### src/rtl/regfile_pkg.sv
// Shared types and default sizing for the multi-port register file.
// Optional build macro: REGFILE_BYPASS_EN (write-first read bypass).
package regfile_pkg;

    typedef enum logic {
        CLEAR,
        IDLE
    } clrState_e;

    localparam int REGFILE_DATA_W = 32;
    localparam int REGFILE_ADDR_W = 5;
    localparam int REGFILE_NUM_RD = 2;

endpackage

### src/rtl/regfile_clr_seq.sv
// Clear sequencer: after reset it sweeps every entry to zero, one per cycle,
// and holds busy high until the last entry has been written.
module regfile_clr_seq
    import regfile_pkg::*;
#(
    parameter int ADDR_W = REGFILE_ADDR_W
) (
    input  logic              clk,
    input  logic              rst,
    output logic              busy,
    output logic              clr_we,
    output logic [ADDR_W-1:0] clr_addr
);

    localparam logic [ADDR_W-1:0] LAST_PTR = {ADDR_W{1'b1}};

    clrState_e         state_q, state_d;
    logic [ADDR_W-1:0] ptr_q, ptr_d;
    logic              sweepWe;

    always_ff @(posedge clk) begin
        if (rst) begin
            state_q <= CLEAR;
            ptr_q   <= '0;
        end else begin
            state_q <= state_d;
            ptr_q   <= ptr_d;
        end
    end

    always_comb begin
        state_d = state_q;
        ptr_d   = ptr_q;
        sweepWe = 1'b0;
        unique case (state_q)
            CLEAR: begin
                sweepWe = 1'b1;
                ptr_d   = ptr_q + ADDR_W'(1);
                if (ptr_q == LAST_PTR) begin
                    state_d = IDLE;
                end
            end
            IDLE: begin
                state_d = IDLE;
            end
            default: begin
                state_d = CLEAR;
            end
        endcase
    end

    // A cycle that still has reset asserted does not count as a sweep step.
    assign busy     = (state_q == CLEAR);
    assign clr_we   = sweepWe & ~rst;
    assign clr_addr = ptr_q;

endmodule

### src/rtl/regfile_mp.sv
// Multi-read-port register file with byte strobes, hard-wired zero entry and
// a post-reset clear sweep. Define REGFILE_BYPASS_EN for write-first reads.
module regfile_mp
    import regfile_pkg::*;
#(
    parameter int DATA_W = REGFILE_DATA_W,
    parameter int ADDR_W = REGFILE_ADDR_W,
    parameter int NUM_RD = REGFILE_NUM_RD
) (
    input  logic                     clk,
    input  logic                     rst,
    input  logic                     wen,
    input  logic [ADDR_W-1:0]        waddr,
    input  logic [DATA_W-1:0]        wdata,
    input  logic [DATA_W/8-1:0]      wstrb,
    input  logic [NUM_RD*ADDR_W-1:0] raddr,
    output logic [NUM_RD*DATA_W-1:0] rdata,
    input  logic [ADDR_W-1:0]        test_addr,
    output logic [DATA_W-1:0]        test_data,
    output logic                     busy
);

    localparam int DEPTH   = 2 ** ADDR_W;
    localparam int NUM_BYT = DATA_W / 8;

    logic [DATA_W-1:0] mem_q [DEPTH];
    logic              clrWe;
    logic [ADDR_W-1:0] clrAddr;
    logic              wrAccept;
    logic [DATA_W-1:0] wrWord;

    regfile_clr_seq #(
        .ADDR_W (ADDR_W)
    ) uClrSeq (
        .clk      (clk),
        .rst      (rst),
        .busy     (busy),
        .clr_we   (clrWe),
        .clr_addr (clrAddr)
    );

    assign wrAccept = wen & ~busy & ~rst & (waddr != '0);

    always_comb begin
        wrWord = mem_q[waddr];
        for (int b = 0; b < NUM_BYT; b++) begin
            if (wstrb[b]) begin
                wrWord[8*b +: 8] = wdata[8*b +: 8];
            end
        end
    end

    // Storage is only zeroed by the sweep, never in parallel on reset.
    always_ff @(posedge clk) begin
        if (clrWe) begin
            mem_q[clrAddr] <= '0;
        end else if (wrAccept) begin
            mem_q[waddr] <= wrWord;
        end
    end

    for (genvar k = 0; k < NUM_RD; k++) begin : gRdPort
        logic [ADDR_W-1:0] portAddr;
        logic [DATA_W-1:0] portData;

        assign portAddr = raddr[k*ADDR_W +: ADDR_W];

        always_comb begin
            portData = mem_q[portAddr];
`ifdef REGFILE_BYPASS_EN
            if (wrAccept && (portAddr == waddr)) begin
                portData = wrWord;
            end
`endif
            if (busy || (portAddr == '0)) begin
                portData = '0;
            end
        end

        assign rdata[k*DATA_W +: DATA_W] = portData;
    end

    always_comb begin
        test_data = mem_q[test_addr];
        if (busy || (test_addr == '0)) begin
            test_data = '0;
        end
    end

endmodule

### config.mk
export PLATFORM = sky130hd
export DESIGN_NAME = regfile_mp
export DESIGN_NICKNAME = d
export VERILOG_FILES = /design/src/rtl/regfile_pkg.sv /design/src/rtl/regfile_clr_seq.sv /design/src/rtl/regfile_mp.sv
export SDC_FILE = /design/constraint.sdc
export NUM_CORES = 1
export LEC_CHECK = 0
export BUFFER_PORTS_ARGS = -buffer_cell sky130_fd_sc_hd__buf_2
export CAP_MARGIN = 20
export CORE_ASPECT_RATIO = 1.2
export CORE_MARGIN = 2
export CORE_UTILIZATION = 65
export CTS_CLUSTER_SIZE = 28
export DETAILED_ROUTE_END_ITERATION = 10
export GPL_ROUTABILITY_DRIVEN = 0
export MAX_ROUTING_LAYER = met4
export PLACE_DENSITY = 0.83
export REMOVE_ABC_BUFFERS = 1
export SLEW_MARGIN = 40
export SYNTH_ARGS = -nofsm -noshare
export SYNTH_HDL_FRONTEND = slang
export SYNTH_SLANG_ARGS = --single-unit
export TNS_END_PERCENT = 1
### constraint.sdc
create_clock -name clk -period 5.8 [get_ports clk]
set_input_delay 0.29 -clock clk [delete_from_list [all_inputs] [get_ports clk]]
set_output_delay 0.29 -clock clk [all_outputs]
set_load 0.03 [all_outputs]
Word-level counts from Yosys, hierarchy flattened

Memories as Yosys holds them, arrays and structs flattened.
Cells that the tools add are included.

Bits in registers: 6
Bits in latches: 0
Bits in writable memories: 1024
Memory bits (read-only): 0
Input bits: 59
Logic and storage cells: 45
Memories: 1

Memories:

| memory | words | bits a word | read ports | clocked after Yosys merged registers in | write ports | RTL line         | source |
|---|---|---|---|---|---|---|---|
| mem_q  | 32    | 32          | 3          | 0                                       | 1           | regfile_mp.sv:26 | `logic [DATA_W-1:0] mem_q [DEPTH];` |

Add/sub/neg operators: 1
Multiply operators: 0
Divide/modulo/power cells: 0
Order comparisons: 0
Equal/unequal tests: 5
Shifts and indexed selects: 0
Mux-type cells: 18
Bitwise logic cells: 6
Reduce and logical (&&, ||, !) cells: 12

Operators with widths:

| operator            | number |
|---|---|
| $mux 32             | 4 |
| $mux 8              | 4 |
| $reduce_or 32->1    | 1 |
| $logic_not 5->1     | 3 |
| $reduce_and 2->1    | 4 |
| $mux 1              | 7 |
| $add 5x1->5 const B | 1 |
| $eq 5x5->1 const B  | 1 |
| $mux 5              | 1 |
| $reduce_bool 5->1   | 1 |
| $and 1x1->1         | 4 |
| $mux 4              | 1 |
| $ne 1x1->1 const B  | 4 |
| $logic_or 1x1->1    | 3 |
| $not 1->1           | 2 |
| $pmux 1 s2          | 1 |

Depth between registers and ports, before layout

Depth after elaboration: 9
Gate-level depth with buffers: 9
Mapped depth without buffers: 5

Cells and area by module

A second synthesis with hierarchy kept.

Cells, all modules: 3041
Area total of the unflattened synthesis: 56504.2 sq um

Modules (own cells, without submodules):

| module          | times used | cells each | area each (sq um) | seq. area each (sq um) |
|---|---|---|---|---|
| regfile_mp      | 1          | 3015       | 56228.9           | 30749.5 |
| regfile_clr_seq | 1          | 26         | 275.3             | 120.1 |

Least setup slack after synthesis

No wires, ideal clock.

Kind: input to register
From: input rst
To: memory mem_q[8][16] in the netlist's numbering, enable pin
Setup time: 0.395 ns
Arrival time: 2.258 ns
Data required time: 5.405 ns
Slack: 3.147 ns
Cell stages on the path: 6
Path buffers: 2
Cell sequence: buf_2 > nand3b_4 > o32ai_1 > o31ai_1 > clkbuf_1 > nor4_1

Longest elaborated chain between the ends: 9
Elaborated cells between the ends (all ways): 16
Classes of those cells: mux: 7; bitwise: 4; reduce/logical: 5

Ends and longest elaborated chain:

| item                                       | RTL line                                | source |
|---|---|---|
| start: declaration                         | regfile_mp.sv:11                        | `input logic rst,` |
| $not 1->1 (*)                              | regfile_clr_seq.sv:54, regfile_mp.sv:42 |  |
| $and 1x1->1 (2 in a row)                   | regfile_mp.sv:42                        | `assign wrAccept = wen & ~busy & ~rst & (waddr != '0);` |
| $mux 1                                     | regfile_mp.sv:57                        | `end else if (wrAccept) begin` |
| $mux 1                                     | regfile_mp.sv:55                        | `if (clrWe) begin` |
| $mux 1 (implied by the code)               | regfile_mp.sv:58                        | `mem_q[waddr] <= wrWord;` |
| $reduce_and 2->1 (no line)                 | -                                       |  |
| $reduce_or 32->1 (no line)                 | -                                       |  |
| $mux 5 (no line) or $mux 4 (tied branches) | -                                       |  |
| end: declaration                           | regfile_mp.sv:26                        |  |

Mark *: on every way between the ends. The rest lies on a longest branch, timed or not.

Final worst setup path

From: register uClrSeq.state_q
To: output test_data[4]

Longest elaborated chain between the ends: 3

Ends and longest elaborated chain:

| item                     | RTL line              | source |
|---|---|---|
| start: declaration       | regfile_clr_seq.sv:17 | `clrState_e state_q, state_d;` |
| start signal: assignment | regfile_clr_seq.sv:26 | `state_q <= state_d;` |
| $not 1->1                | regfile_clr_seq.sv:53 | `assign busy = (state_q == CLEAR);` |
| $logic_or 1x1->1         | regfile_mp.sv:85      | `if (busy \|\| (test_addr == '0)) begin` |
| $mux 32                  | regfile_mp.sv:85      |  |
| end: declaration         | regfile_mp.sv:19      | `output logic [DATA_W-1:0] test_data,` |

Every way passes these cells.

==> results.md <==
* CTS Sinks at 1,030
* Finished Cell Area at 63,500 µm²
* DR pass1 iterations at 8
* Postcts setup bufs at 0
* Synthesized flop and latch total at 1,030
* Sequential share of power at 50.5%
* Die height at 330 µm
* Switching part of the total at 23.4%
* CP Cell Sequence: inv_2 > or4_2 > buf_4 > o22a_1 > o221ai_1 > buf_2
* Largest delay share family, worst path: simple AND/OR/NAND/NOR gates
* Most common cell after layout, fill and taps aside: edfxtp_1
* Ys flop type: edfxtp_1
* ANT nets after route at 0
* # nets final at 3,449
* Skew-Pair Late Insertion Delay at 0.71 ns
* Max FO, Critical Path at 14
* Share of cells above drive strength 1 at 38.3%
* Pins Over Slew Limit at 0
* Syn avg cell area at 17.5 µm²
* Required @ worst endpoint at 5.51 ns
* Core Region at 87,700 µm²
* Drt drc at 0
* Root Driver: clkbuf_16
* Max-cap violations at 0
* Crit Path Category: reg2out
* RSZ-0062 raised after global routing: false
* Initial core utilization at 65.5%
* Initial antenna violation count at 12
* Sequential area share after synthesis at 53.8%
* Power, Total at 16.1 mW
* Crit-path slowest cell: or4_2
* Pleak at 20.1 nW
* Detail-routed via count per cell at 8.41
* Total GRT Usage at 43.2%
* Crit path capture type: output pin
* Synth Warn # at 0
* Pwr dens at 254 nW/µm²
* FF+latch area at 30,900 µm²
* Post-CTS sizing at 0
* Number of buffer and inverter stages on the critical path at 3
* DRT Wirelength at 187,000 µm
* Peak VDD IR at 253 µV
* Largest net degree at the start of global routing at 111
* Final Hold Vio Count at 0
* Max-slew headroom at 33.1%
* Clk pin slew, worst setup/hold paths at 0.07 ns
* Final Skew at 0.0182 ns
* FP Rows at 119
* Multi-input logic area at 25,500 µm²
* Layout area overhead at 10.6%
* Startpoint types: flop
* CTS H-Tree Depth at 3
* Comb pwr share at 9.5%
* DP HPWL at 117,000 µm
* Cells after Synth at 3,281
* PortBufs at 155
* Tmin final at 4.31 ns
* Setup-failing EPs final at 0
* CTS tree: done
* Total gr overflow at 0
* Clock buffer depth at 3
* CP arrival at 4.02 ns
* Status: complete, no violations
* Yosys cell types at 56
* Wire per inst at 40.5 µm
* Die width at 275 µm
* Cell area after synthesis at 57,400 µm²
* Net Switching at 3.78 mW
* Num CTS Buffers at 95
* Clock power frac at 40.0%
* Worst-margin pin slew at 1.00 ns
* Pint at 12.4 mW
* Placed Instance Area at 60,100 µm²
* Final Cycle Share at 74.3%
* CP peak stage delay at 1.11 ns
* Async SR Flop Fraction at 0%
* EDFF count, synth at 1,024
* Path type of the worst min-delay path: in2reg
* Most used cells in the layout excluding fill and tap cells: 1,024 x edfxtp_1, 660 x mux4_2, 444 x mux2i_1, 146 x buf_2, 145 x buf_4
* Fill cells at 4,937
* Post-route setup TNS at 0 ns
* Die Area at 90,700 µm²
* Initial DRC count at 7,231
* Via count of the first global-routing pass at 38,818
* Fmax at 0.232 GHz
* IO Pins at 156
* DR vias at 38,967
* First-pass GRT wire length at 268,000 µm
[layout make-up]
class,count,area share (%)
timing repair buffer,327,3.82
multi-input combinational,1929,40.3
clock inverter,70,1.06
sequential,1030,48.6
tap,1149,2.26
inverter,5,0.0296
antenna,14,0.0552
clock buffer,107,3.88
[Yosys cell counts, types with 51 or more instances]
| library cell | instances | area, µm² |
|---|---|---|
| o22a_1 | 51 | 447 |
| mux2i_1 | 447 | 4470 |
| mux4_2 | 660 | 14900 |
| o221ai_1 | 56 | 490 |
| buf_2 | 168 | 841 |
| edfxtp_1 | 1024 | 30700 |
| nand2_1 | 100 | 375 |
| clkbuf_1 | 95 | 357 |
| a22oi_1 | 60 | 450 |
| mux2_2 | 64 | 721 |
| nor3_1 | 107 | 536 |
| a21oi_1 | 53 | 265 |
| nand3_1 | 56 | 280 |
[through the flow]
| step | instances | hold WS (ns) | setup WS (ns) | utilization, % |
|---|---|---|---|---|
| detailed placement | 4431 | 0.574 | 2.14 | 68.5 |
| finish | 4631 | 0.261 | 1.49 | 72.4 |
| global route | 4631 | 0.295 | 1.47 | 72.4 |
| global placement | 4425 | 0.558 | 1.97 | 68.1 |
| floorplan | 2964 | 0.362 | 1.66 | - |
| CTS | 4609 | 0.258 | 1.68 | 72.1 |
[repair_timing]
action | in CTS | in global routing
hold buffers | 1 | 0
setup endpoints to repair | 0 | 0
hold endpoints to repair | 6 | 0
[kinds of logic after synthesis]
logic type / after synthesis / share of synthesized area, %
AND/OR/NAND/NOR: 427 / 4.13
buffers and inverters: 322 / 2.71
flip-flops: 1030 / 53.8
XOR/XNOR: 3 / 0.0458
AO/OA/AOI/OAI: 320 / 4.20
multiplexers: 1177 / 35.1
adder cells (fa/ha/maj): 2 / 0.0436
[power by group through the flow]
stage / combinational [mW] / sequential [mW] / clock (mW)
final: 1.53 / 8.16 / 6.45
after global routing: 1.56 / 8.16 / 6.66
after CTS: 1.48 / 8.16 / 6.41
after detailed placement: 1.46 / 8.32 / 0
after global placement: 1.41 / 8.31 / 0
after floorplan: 0.743 / 8.30 / 0
[state kept, by name, summed over array words and instances, names as in the netlist]
name,count
uClrSeq.clr_addr,5
uClrSeq.state_q,1
mem_q,1024
[layer usage]
layer | up-vias | track usage, % | part of all wire, %
li1 | 14401 | - | -
met1 | 19390 | 52.3 | 29
met2 | 4112 | 62.5 | 46
met3 | 1064 | 14.7 | 16
met4 | 0 | 27.6 | 8.5
met5 | - | - | 0
[final timing paths]
check                                          from             endpoint  slack (ns)  cells past startpoint
worst max-delay path                uClrSeq.state_q         test_data[4]        1.49                      6
worst min-delay path                      wdata[28]        mem_q[16][28]        0.26                      2
worst max register to register      uClrSeq.state_q        mem_q[18][14]        2.26                      6
worst min register to register  uClrSeq.clr_addr[1]  uClrSeq.clr_addr[1]        0.67                      2
Note: power is estimated with default switching activity, not from simulation.
